File: src/rtl/dpi_pattern_gen.sv
// dpi_pattern_gen: RGB888 test-pattern stage between the DPI timing
// generator and the parallel-RGB pins. Two register stages keep the
// syncs, blank and colour aligned. The pattern changes only on a vsync
// rising edge: either by automatic stepping or by loading sel.
module dpi_pattern_gen #(
    parameter int H_ACTIVE           = 640,
    parameter int V_ACTIVE           = 480,
    parameter int FRAMES_PER_PATTERN = 60,
    parameter int CHECK_SHIFT        = 5
) (
    input  logic       clk,
    input  logic       resetn,
    input  logic       auto_cycle,
    input  logic [1:0] sel,
    input  logic       in_hsync,
    input  logic       in_vsync,
    input  logic       in_blank,
    input  logic [9:0] in_x,
    input  logic [9:0] in_y,
    output logic       out_hsync,
    output logic       out_vsync,
    output logic       out_blank,
    output logic [7:0] red,
    output logic [7:0] green,
    output logic [7:0] blue,
    output logic [1:0] pattern,
    output logic       frame_tick
);

    // Bar width is fixed at elaboration; x beyond 8 bars clamps to the last bar.
    localparam int BAR_W = H_ACTIVE / 8;

    // A one-frame cycle still needs a 1-bit counter, which then always sits at its wrap value.
    localparam int CNT_W = (FRAMES_PER_PATTERN > 1) ? $clog2(FRAMES_PER_PATTERN) : 1;
    localparam logic [CNT_W-1:0] CNT_LAST = CNT_W'(FRAMES_PER_PATTERN - 1);

    localparam logic [9:0] X_LAST = 10'(H_ACTIVE - 1);
    localparam logic [9:0] Y_LAST = 10'(V_ACTIVE - 1);

    typedef enum logic [1:0] {
        PAT_BARS     = 2'd0,
        PAT_CHECKER  = 2'd1,
        PAT_GRADIENT = 2'd2,
        PAT_FRAMED   = 2'd3
    } pattern_e;

    // Frame and pattern control
    logic             prev_vsync_q, prev_vsync_d;
    logic [CNT_W-1:0] frame_cnt_q, frame_cnt_d;
    pattern_e         pattern_q, pattern_d;
    logic             frame_tick_q, frame_tick_d;
    logic             vsync_rise;
    logic             cnt_wrap;

    // Stage 1: delayed timing plus pre-decoded pattern terms
    logic             s1_hsync_q, s1_hsync_d;
    logic             s1_vsync_q, s1_vsync_d;
    logic             s1_blank_q, s1_blank_d;
    logic [9:0]       s1_x_q, s1_x_d;
    logic [9:0]       s1_y_q, s1_y_d;
    logic [2:0]       s1_bar_q, s1_bar_d;
    logic             s1_check_q, s1_check_d;
    pattern_e         s1_pattern_q, s1_pattern_d;

    // Stage 2: final timing and colour
    logic             s2_hsync_q, s2_hsync_d;
    logic             s2_vsync_q, s2_vsync_d;
    logic             s2_blank_q, s2_blank_d;
    logic [23:0]      s2_rgb_q, s2_rgb_d;

    // Checkerboard cell coordinates; only their low bits matter
    logic [9:0]       x_cell;
    logic [9:0]       y_cell;
    logic [2:0]       bar_idx;

    assign x_cell = in_x >> CHECK_SHIFT;
    assign y_cell = in_y >> CHECK_SHIFT;

    // Standard colour-bar sequence, brightest first, ending in black.
    function automatic logic [23:0] bar_colour(input logic [2:0] idx);
        logic [23:0] c;
        case (idx)
            3'd0:    c = 24'hFFFFFF;
            3'd1:    c = 24'hFFFF00;
            3'd2:    c = 24'h00FFFF;
            3'd3:    c = 24'h00FF00;
            3'd4:    c = 24'hFF00FF;
            3'd5:    c = 24'hFF0000;
            3'd6:    c = 24'h0000FF;
            default: c = 24'h000000;
        endcase
        return c;
    endfunction

    // Vsync edge detection, frame counting and pattern selection.
    always_comb begin
        vsync_rise   = in_vsync & ~prev_vsync_q;
        cnt_wrap     = (frame_cnt_q == CNT_LAST);
        prev_vsync_d = in_vsync;
        frame_tick_d = vsync_rise;
        frame_cnt_d  = frame_cnt_q;
        pattern_d    = pattern_q;
        if (vsync_rise) begin
            frame_cnt_d = cnt_wrap ? '0 : frame_cnt_q + CNT_W'(1);
            if (auto_cycle) begin
                if (cnt_wrap) begin
                    pattern_d = pattern_e'(pattern_q + 2'd1);
                end
            end else begin
                pattern_d = pattern_e'(sel);
            end
        end
    end

    // Bar index is the highest bar whose left boundary x has reached.
    always_comb begin
        bar_idx = 3'd0;
        for (int k = 1; k < 8; k++) begin
            if (int'(in_x) >= k * BAR_W) begin
                bar_idx = 3'(k);
            end
        end
    end

    // Stage 1 next state: capture timing and pre-decode bar and checker terms.
    always_comb begin
        s1_hsync_d   = in_hsync;
        s1_vsync_d   = in_vsync;
        s1_blank_d   = in_blank;
        s1_x_d       = in_x;
        s1_y_d       = in_y;
        s1_bar_d     = bar_idx;
        s1_check_d   = x_cell[0] ^ y_cell[0];
        s1_pattern_d = pattern_q;
    end

    // Stage 2 next state: colour from the stage-1 pattern, forced black while blanked.
    always_comb begin
        s2_hsync_d = s1_hsync_q;
        s2_vsync_d = s1_vsync_q;
        s2_blank_d = s1_blank_q;
        s2_rgb_d   = 24'h000000;
        case (s1_pattern_q)
            PAT_BARS:     s2_rgb_d = bar_colour(s1_bar_q);
            PAT_CHECKER:  s2_rgb_d = s1_check_q ? 24'h000000 : 24'hFFFFFF;
            PAT_GRADIENT: s2_rgb_d = {s1_x_q[9:2], s1_y_q[8:1], 8'h80};
            PAT_FRAMED: begin
                if ((s1_x_q == 10'd0) || (s1_x_q == X_LAST) ||
                    (s1_y_q == 10'd0) || (s1_y_q == Y_LAST)) begin
                    s2_rgb_d = 24'hFF0000;
                end else begin
                    s2_rgb_d = 24'hFFFFFF;
                end
            end
            default:      s2_rgb_d = 24'h000000;
        endcase
        if (s1_blank_q) begin
            s2_rgb_d = 24'h000000;
        end
    end

    // Control registers; prev_vsync resets high so a vsync held through reset is not an edge.
    always_ff @(posedge clk) begin
        if (!resetn) begin
            prev_vsync_q <= 1'b1;
            frame_cnt_q  <= '0;
            pattern_q    <= PAT_BARS;
            frame_tick_q <= 1'b0;
        end else begin
            prev_vsync_q <= prev_vsync_d;
            frame_cnt_q  <= frame_cnt_d;
            pattern_q    <= pattern_d;
            frame_tick_q <= frame_tick_d;
        end
    end

    // Stage 1 registers; reset to a blanked, idle pixel.
    always_ff @(posedge clk) begin
        if (!resetn) begin
            s1_hsync_q   <= 1'b0;
            s1_vsync_q   <= 1'b0;
            s1_blank_q   <= 1'b1;
            s1_x_q       <= '0;
            s1_y_q       <= '0;
            s1_bar_q     <= '0;
            s1_check_q   <= 1'b0;
            s1_pattern_q <= PAT_BARS;
        end else begin
            s1_hsync_q   <= s1_hsync_d;
            s1_vsync_q   <= s1_vsync_d;
            s1_blank_q   <= s1_blank_d;
            s1_x_q       <= s1_x_d;
            s1_y_q       <= s1_y_d;
            s1_bar_q     <= s1_bar_d;
            s1_check_q   <= s1_check_d;
            s1_pattern_q <= s1_pattern_d;
        end
    end

    // Stage 2 registers drive the pins directly.
    always_ff @(posedge clk) begin
        if (!resetn) begin
            s2_hsync_q <= 1'b0;
            s2_vsync_q <= 1'b0;
            s2_blank_q <= 1'b1;
            s2_rgb_q   <= 24'h000000;
        end else begin
            s2_hsync_q <= s2_hsync_d;
            s2_vsync_q <= s2_vsync_d;
            s2_blank_q <= s2_blank_d;
            s2_rgb_q   <= s2_rgb_d;
        end
    end

    assign out_hsync  = s2_hsync_q;
    assign out_vsync  = s2_vsync_q;
    assign out_blank  = s2_blank_q;
    assign red        = s2_rgb_q[23:16];
    assign green      = s2_rgb_q[15:8];
    assign blue       = s2_rgb_q[7:0];
    assign pattern    = pattern_q;
    assign frame_tick = frame_tick_q;

endmodule

File: config.mk
export PLATFORM = sky130hd
export DESIGN_NAME = dpi_pattern_gen
export DESIGN_NICKNAME = d
export VERILOG_FILES = /design/src/rtl/dpi_pattern_gen.sv
export SDC_FILE = /design/constraint.sdc
export NUM_CORES = 1
export LEC_CHECK = 0
export BUFFER_PORTS_ARGS = -buffer_cell sky130_fd_sc_hd__buf_2
export CORE_MARGIN = 4
export CORE_UTILIZATION = 55
export DETAILED_ROUTE_END_ITERATION = 10
export PLACE_DENSITY = 0.83
export SLEW_MARGIN = 20
export SYNTH_ARGS = -nofsm -noshare
export SYNTH_HDL_FRONTEND = slang
export SYNTH_SLANG_ARGS = --single-unit
File: constraint.sdc
create_clock -name clk -period 3.65 [get_ports clk]
set_input_delay 0.365 -clock clk [delete_from_list [all_inputs] [get_ports clk]]
set_output_delay 0.365 -clock clk [all_outputs]
set_load 0.03 [all_outputs]
Word level (Yosys, flattened, before mapping)
Cells that the tools add are included.
{"block": "totals", "register_bits": 66, "inputBits": 28, "output_inout_bits": 30, "word_cells": 65}
{"block": "op_classes", "n_addsub": 2, "magnitude_cmp": 7, "eq_ne": 13, "mux": 14, "n_bitwise": 4, "reduce_logical": 9}
{"operator": "24-bit one-hot mux with 7 select lines", "count": 1}
{"operator": "24-bit one-hot mux with 4 select lines", "count": 1}
{"operator": "10-bit by 9-bit greater-or-equal comparator with 1-bit output, second input constant", "count": 3}
{"operator": "24-bit two-way mux", "count": 1}
{"operator": "10-bit by 8-bit greater-or-equal comparator with 1-bit output, second input constant", "count": 2}
{"operator": "10-bit logical NOT", "count": 2}
{"operator": "3-bit two-way mux", "count": 6}
{"operator": "16-bit two-way mux", "count": 1}
{"operator": "10-bit equality test, second input constant", "count": 1}
{"operator": "10-bit by 9-bit equality test with 1-bit output, second input constant", "count": 1}
{"operator": "10-bit greater-or-equal comparator, second input constant", "count": 1}
{"operator": "10-bit by 7-bit greater-or-equal comparator with 1-bit output, second input constant", "count": 1}
{"operator": "3-bit equality test, second input constant", "count": 3}
{"operator": "6-bit by 1-bit adder with 6-bit output, second input constant", "count": 1}
{"operator": "3-bit by 2-bit equality test with 1-bit output, second input constant", "count": 2}
{"operator": "6-bit equality test, second input constant", "count": 1}
{"operator": "6-bit two-way mux", "count": 1}
{"operator": "2-bit equality test, second input constant", "count": 2}
{"operator": "2-bit two-way mux", "count": 2}
{"operator": "3-bit by 1-bit equality test with 1-bit output, second input constant", "count": 1}
{"operator": "3-bit logical NOT", "count": 1}
{"operator": "1-bit logical OR", "count": 3}
{"operator": "2-bit by 1-bit adder with 2-bit output, second input constant", "count": 1}
{"operator": "2-bit by 1-bit equality test with 1-bit output, second input constant", "count": 1}
{"operator": "8 further kinds", "count": 9}

Longest topological paths before layout
{"block": "depth", "depth_word": 8, "ltp_mapped": 5, "depth_no_buf": 5}

Least setup slack after synthesis
No wires, ideal clock.
{"block": "synth_timing", "path_kind": "register to register", "from": "reg s1_x_q[3]", "to": "reg s2_rgb_q[10]", "setup_time_ps": 149, "arrival_time_ps": 1191, "required_ps": 3501, "setup_slack_ps": 2310, "path_stages_with_launch": 5, "n_path_buf": 0, "synth_period_minus_slack_ps": 1340, "path_cell_list": "dfxtp_1 nor4_2 nand2_1 a211oi_4 o311ai_1"}
{"block": "synth_via", "elab_chain_len": 6, "elab_cells_between_ends": 7, "cone_classes": "eq/ne (1); mux (2); reduce/logical (4)"}
{"item": "from (decl)", "line": "59", "source": "logic [9:0] s1_x_q, s1_x_d;"}
{"item": "from (signal assigned)", "line": "183", "source": "s1_x_q <= '0;"}
{"item": "from (signal assigned)", "line": "192", "source": "s1_x_q <= s1_x_d;"}
{"item": "10-bit equality test / 10-bit logical NOT (equally long branches)", "line": "148", "source": "if ((s1_x_q == 10'd0) || (s1_x_q == X_LAST) ||"}
{"item": "1-bit logical OR (*) (2 in series)", "line": "148"}
{"item": "1-bit logical OR (*)", "line": "149", "source": "(s1_y_q == 10'd0) || (s1_y_q == Y_LAST)) begin"}
{"item": "16-bit two-way mux (*)", "line": "148"}
{"item": "24-bit one-hot mux with 4 select lines (*)", "line": "143", "source": "case (s1_pattern_q)"}
{"item": "to (signal assigned)", "line": "211", "source": "s2_rgb_q <= s2_rgb_d;"}
{"item": "to (decl)", "line": "69", "source": "logic [23:0] s2_rgb_q, s2_rgb_d;"}
Every way passes the cells marked *; elsewhere a longest branch is shown, timed or not.
A chain may end at the register's enable or synchronous reset.

Final worst setup path
{"block": "layout_timing", "from": "reg prev_vsync_q", "to": "reg frame_cnt_q[3]"}
{"block": "layout_via", "elab_chain_len": 2}
{"item": "from (decl)", "line": "48", "source": "logic prev_vsync_q, prev_vsync_d;"}
{"item": "from (signal assigned)", "line": "170", "source": "prev_vsync_q <= prev_vsync_d;"}
{"item": "1-bit inverter", "line": "97", "source": "vsync_rise = in_vsync & ~prev_vsync_q;"}
{"item": "1-bit bitwise AND", "line": "97"}
{"item": "to (signal assigned)", "line": "171", "source": "frame_cnt_q <= frame_cnt_d;"}
{"item": "to (decl)", "line": "49", "source": "logic [CNT_W-1:0] frame_cnt_q, frame_cnt_d;"}
No other way between the ends.

==> results by group <==
Route
  – Drt pass-1 iters: 4
  – Drt drc: 0
  – Post-DRT Antenna Nets: 0
  – Drt total wl: 3920 um
  – Wire per inst: 11.9 um
  – Via density per instance: 5.05
  – Vias after detailed routing: 1665
  – Iteration-0 DRC Markers: slightly above 100

Global routing
  – Total gr overflow: 0
  – GRT Util Overall: 16.8%
  – Vias in the first global route: 1497
  – Largest net degree at the start of global routing: 39
  – Initial antenna violation count: 0
  – First-pass GRT wire length: 6730 um

CTS
  – CTS H-tree depth: 3
  – CTS tree: built
  – Clk_lat worst skew: 0.32 ns
  – Reg clk slew, reported paths: 0.06 ns
  – CTS Root Buffer Type: clkbuf_8
  – CTS sink count: 60
  – Setup Fix Bufs, Post-CTS: 0
  – Post_cts resized: 0
  – Clock tree buffer depth: 2
  – CTS Buf Count: 9
  – # hold bufs at CTS: 0

Floorplan
  – CORE AREA: 3740 um^2
  – # IOs: 58
  – Row count: 22
  – Die W: between 70 and 80 um
  – Initial Utilization: 58.6%
  – Die Area: 5060 um^2
  – Chip Height: 71.1 um

Logic synthesis
  – EDFF count, synth: 0
  – Mapped Area: approximately 2200 um^2
  – Count of different cell masters after synthesis: 41
  – Syn_area_per_cell: 9.83 um^2
  – Syn nets: 252
  – Yosys reg bits: 60
  – Main synth FF type: dfxtp_1
  – FFs w/ async S/R, synth: 0%
  – Ys Warns: 0
  – Syn Inst Count: 223
  – Sequential area share after synthesis: about 55%

Worst setup path
  – Worst Path Arrival: 1.81 ns
  – Setup CP Type: flop to flop
  – Worst Path Required: about 3.8 ns
  – Crit start category: flop
  – Crit Path Max Fanout: 10
  – Nature of the critical path endpoint: flop

STA
  – Endpoints failing setup: 0
  – Total negative slack: 0 ns
  – Worst Skew: 0.00755 ns
  – Final Slew Violations: 0
  – Fmax: 615 MHz
  – Final worst-path cycle share: between 40% and 50%
  – Final Hold Vio Count: 0
  – Unrepaired setup endpoints after global routing: no
  – Hold_ws: 0.235 ns
  – Tmin final: 1.63 ns
  – Slew headroom: 41.6%
  – Worst-margin pin slew: 0.869 ns

Final layout
  – Final Util: a little over two thirds
  – Antenna cells: 0
  – Layout cells sized above 1: 26.2%
  – Fin cells: 330
  – Post-layout nets: 307
  – Commonest cells after routing, fill and taps aside: 60 x dfxtp_1, 57 x buf_2, 27 x and2_1, 23 x nand2_1
  – Syn-to-layout area delta: 20.8%
  – Commonest non-fill, non-tap cell in the layout: dfxtp_1

Placed design
  – Placer congestion estimate: 0.782
  – HPWL after detailed placement: 2830 um
  – DP Cell Count: 315
  – Port bufs: 57

Pwr
  – Sw Pwr: 293 uW
  – Maximum vdd drop: 0.228 mV
  – Sw frac: 21.7%
  – Static leakage: 1.15 nW
  – Clk pwr share: 40.0%
  – Int Pwr: approximately 1.1 mW
  – PD cells: roughly 510 nW/um^2
  – Reg power frac: 51.9%
  – Logic pwr share: about 8.1%
  – Power Total: around 1.4 mW

Job
  – Max cap viols: 0

Outcome
  – Status: finished clean

Min path
  – Worst hold path type: input pin to flop
==> worst paths after layout <==
path	depth (start not counted)	slack, ns	from	endpoint
min	2	0.24	in_blank	s1_blank_q
max	4	2.02	prev_vsync_q	frame_cnt_q[3]
max reg2reg	4	2.02	prev_vsync_q	frame_cnt_q[3]
min reg2reg	1	0.44	s1_vsync_q	out_vsync
==> per-layer routing <==
metal / part of all wire [%] / up-vias / track usage [%]
met3: 7.3 / 7 / 4.83
met4: 1.2 / 0 / 8.14
met2: 47 / 54 / 26.6
met1: 44 / 728 / 20.9
met5: 0 / - / 0
li1: - / 876 / -
==> per-stage QoR <==
| stage | instance area (um^2) | setup WS [ns] |
|---|---|---|
| floorplan | 2190 | 2.31 |
| global placement | 2460 | 1.86 |
| detailed placement | 2460 | 1.75 |
| CTS | 2650 | 2.01 |
| global route | 2650 | 1.71 |
| finish | 2650 | 2.02 |
==> kinds of logic (layout without fill, tap and decap cells) <==
logic type	Yosys count	count (layout)	share of synthesized area (%)
and+or+nand+nor	95	95	24.3
muxes	1	1	0.457
adders and majority gates	1	1	0.571
xor gates and xnor gates	6	6	2.40
buffers and inverters	19	78	4.34
AOI/OAI and AO/OA	41	41	13.2
DFF	60	60	54.8
==> cells in the mapped netlist, drive strengths merged (2+ instances only) <==
master / count / area (um^2)
o311ai: 8 / 70.1
dfxtp: 60 / 1200
xor2: 5 / 43.8
clkbuf: 5 / 18.8
a21boi: 2 / 15.0
buf: 8 / 53.8
nor2: 10 / 37.5
o21ai: 10 / 50.0
a21oi: 10 / 50.1
nand4: 7 / 43.8
inv: 6 / 22.5
nor2b: 3 / 18.8
nand2: 23 / 86.3
nand3: 5 / 25.0
nor4: 5 / 50.1
nand2b: 9 / 56.3
and2: 27 / 169
==> final cells by class <==
type | instances | area, um^2
sequential | 60 | 1200
fill | 296 | 1090
multi-input combinational | 144 | 896
timing repair buffer | 57 | 285
clock buffer | 13 | 149
tap | 48 | 60.1
clock inverter | 2 | 35.0
inverter | 6 | 22.5
==> flip-flops by register name, summed over array words and instances, names as in the netlist, 2 cells and up <==
name,flops
frame_cnt_q,6
pattern,2
s1_bar_q,3
s1_pattern_q,2
s1_x_q,10
s1_y_q,10
s2_rgb_q,18
==> power groups by stage <==
| stage | clock network [mW] | logic (mW) | registers (mW) |
|---|---|---|---|
| final | 0.540 | 0.109 | 0.700 |
| after global routing | 0.592 | 0.122 | 0.704 |
| after global placement | 0 | 0.107 | 0.713 |
| after detailed placement | 0 | 0.109 | 0.714 |
| after CTS | 0.550 | 0.110 | 0.700 |
| after floorplan | 0 | 0.0554 | 0.731 |
==> worst max-delay path, stage by stage, from the launching register on <==
cell and delay [ns]:
dfxtp_1 0.29, nor2b_1 0.49, nand2_1 0.18, o21ai_0 0.44
nor2_1 0.10
(Power assumes the default switching activity.)
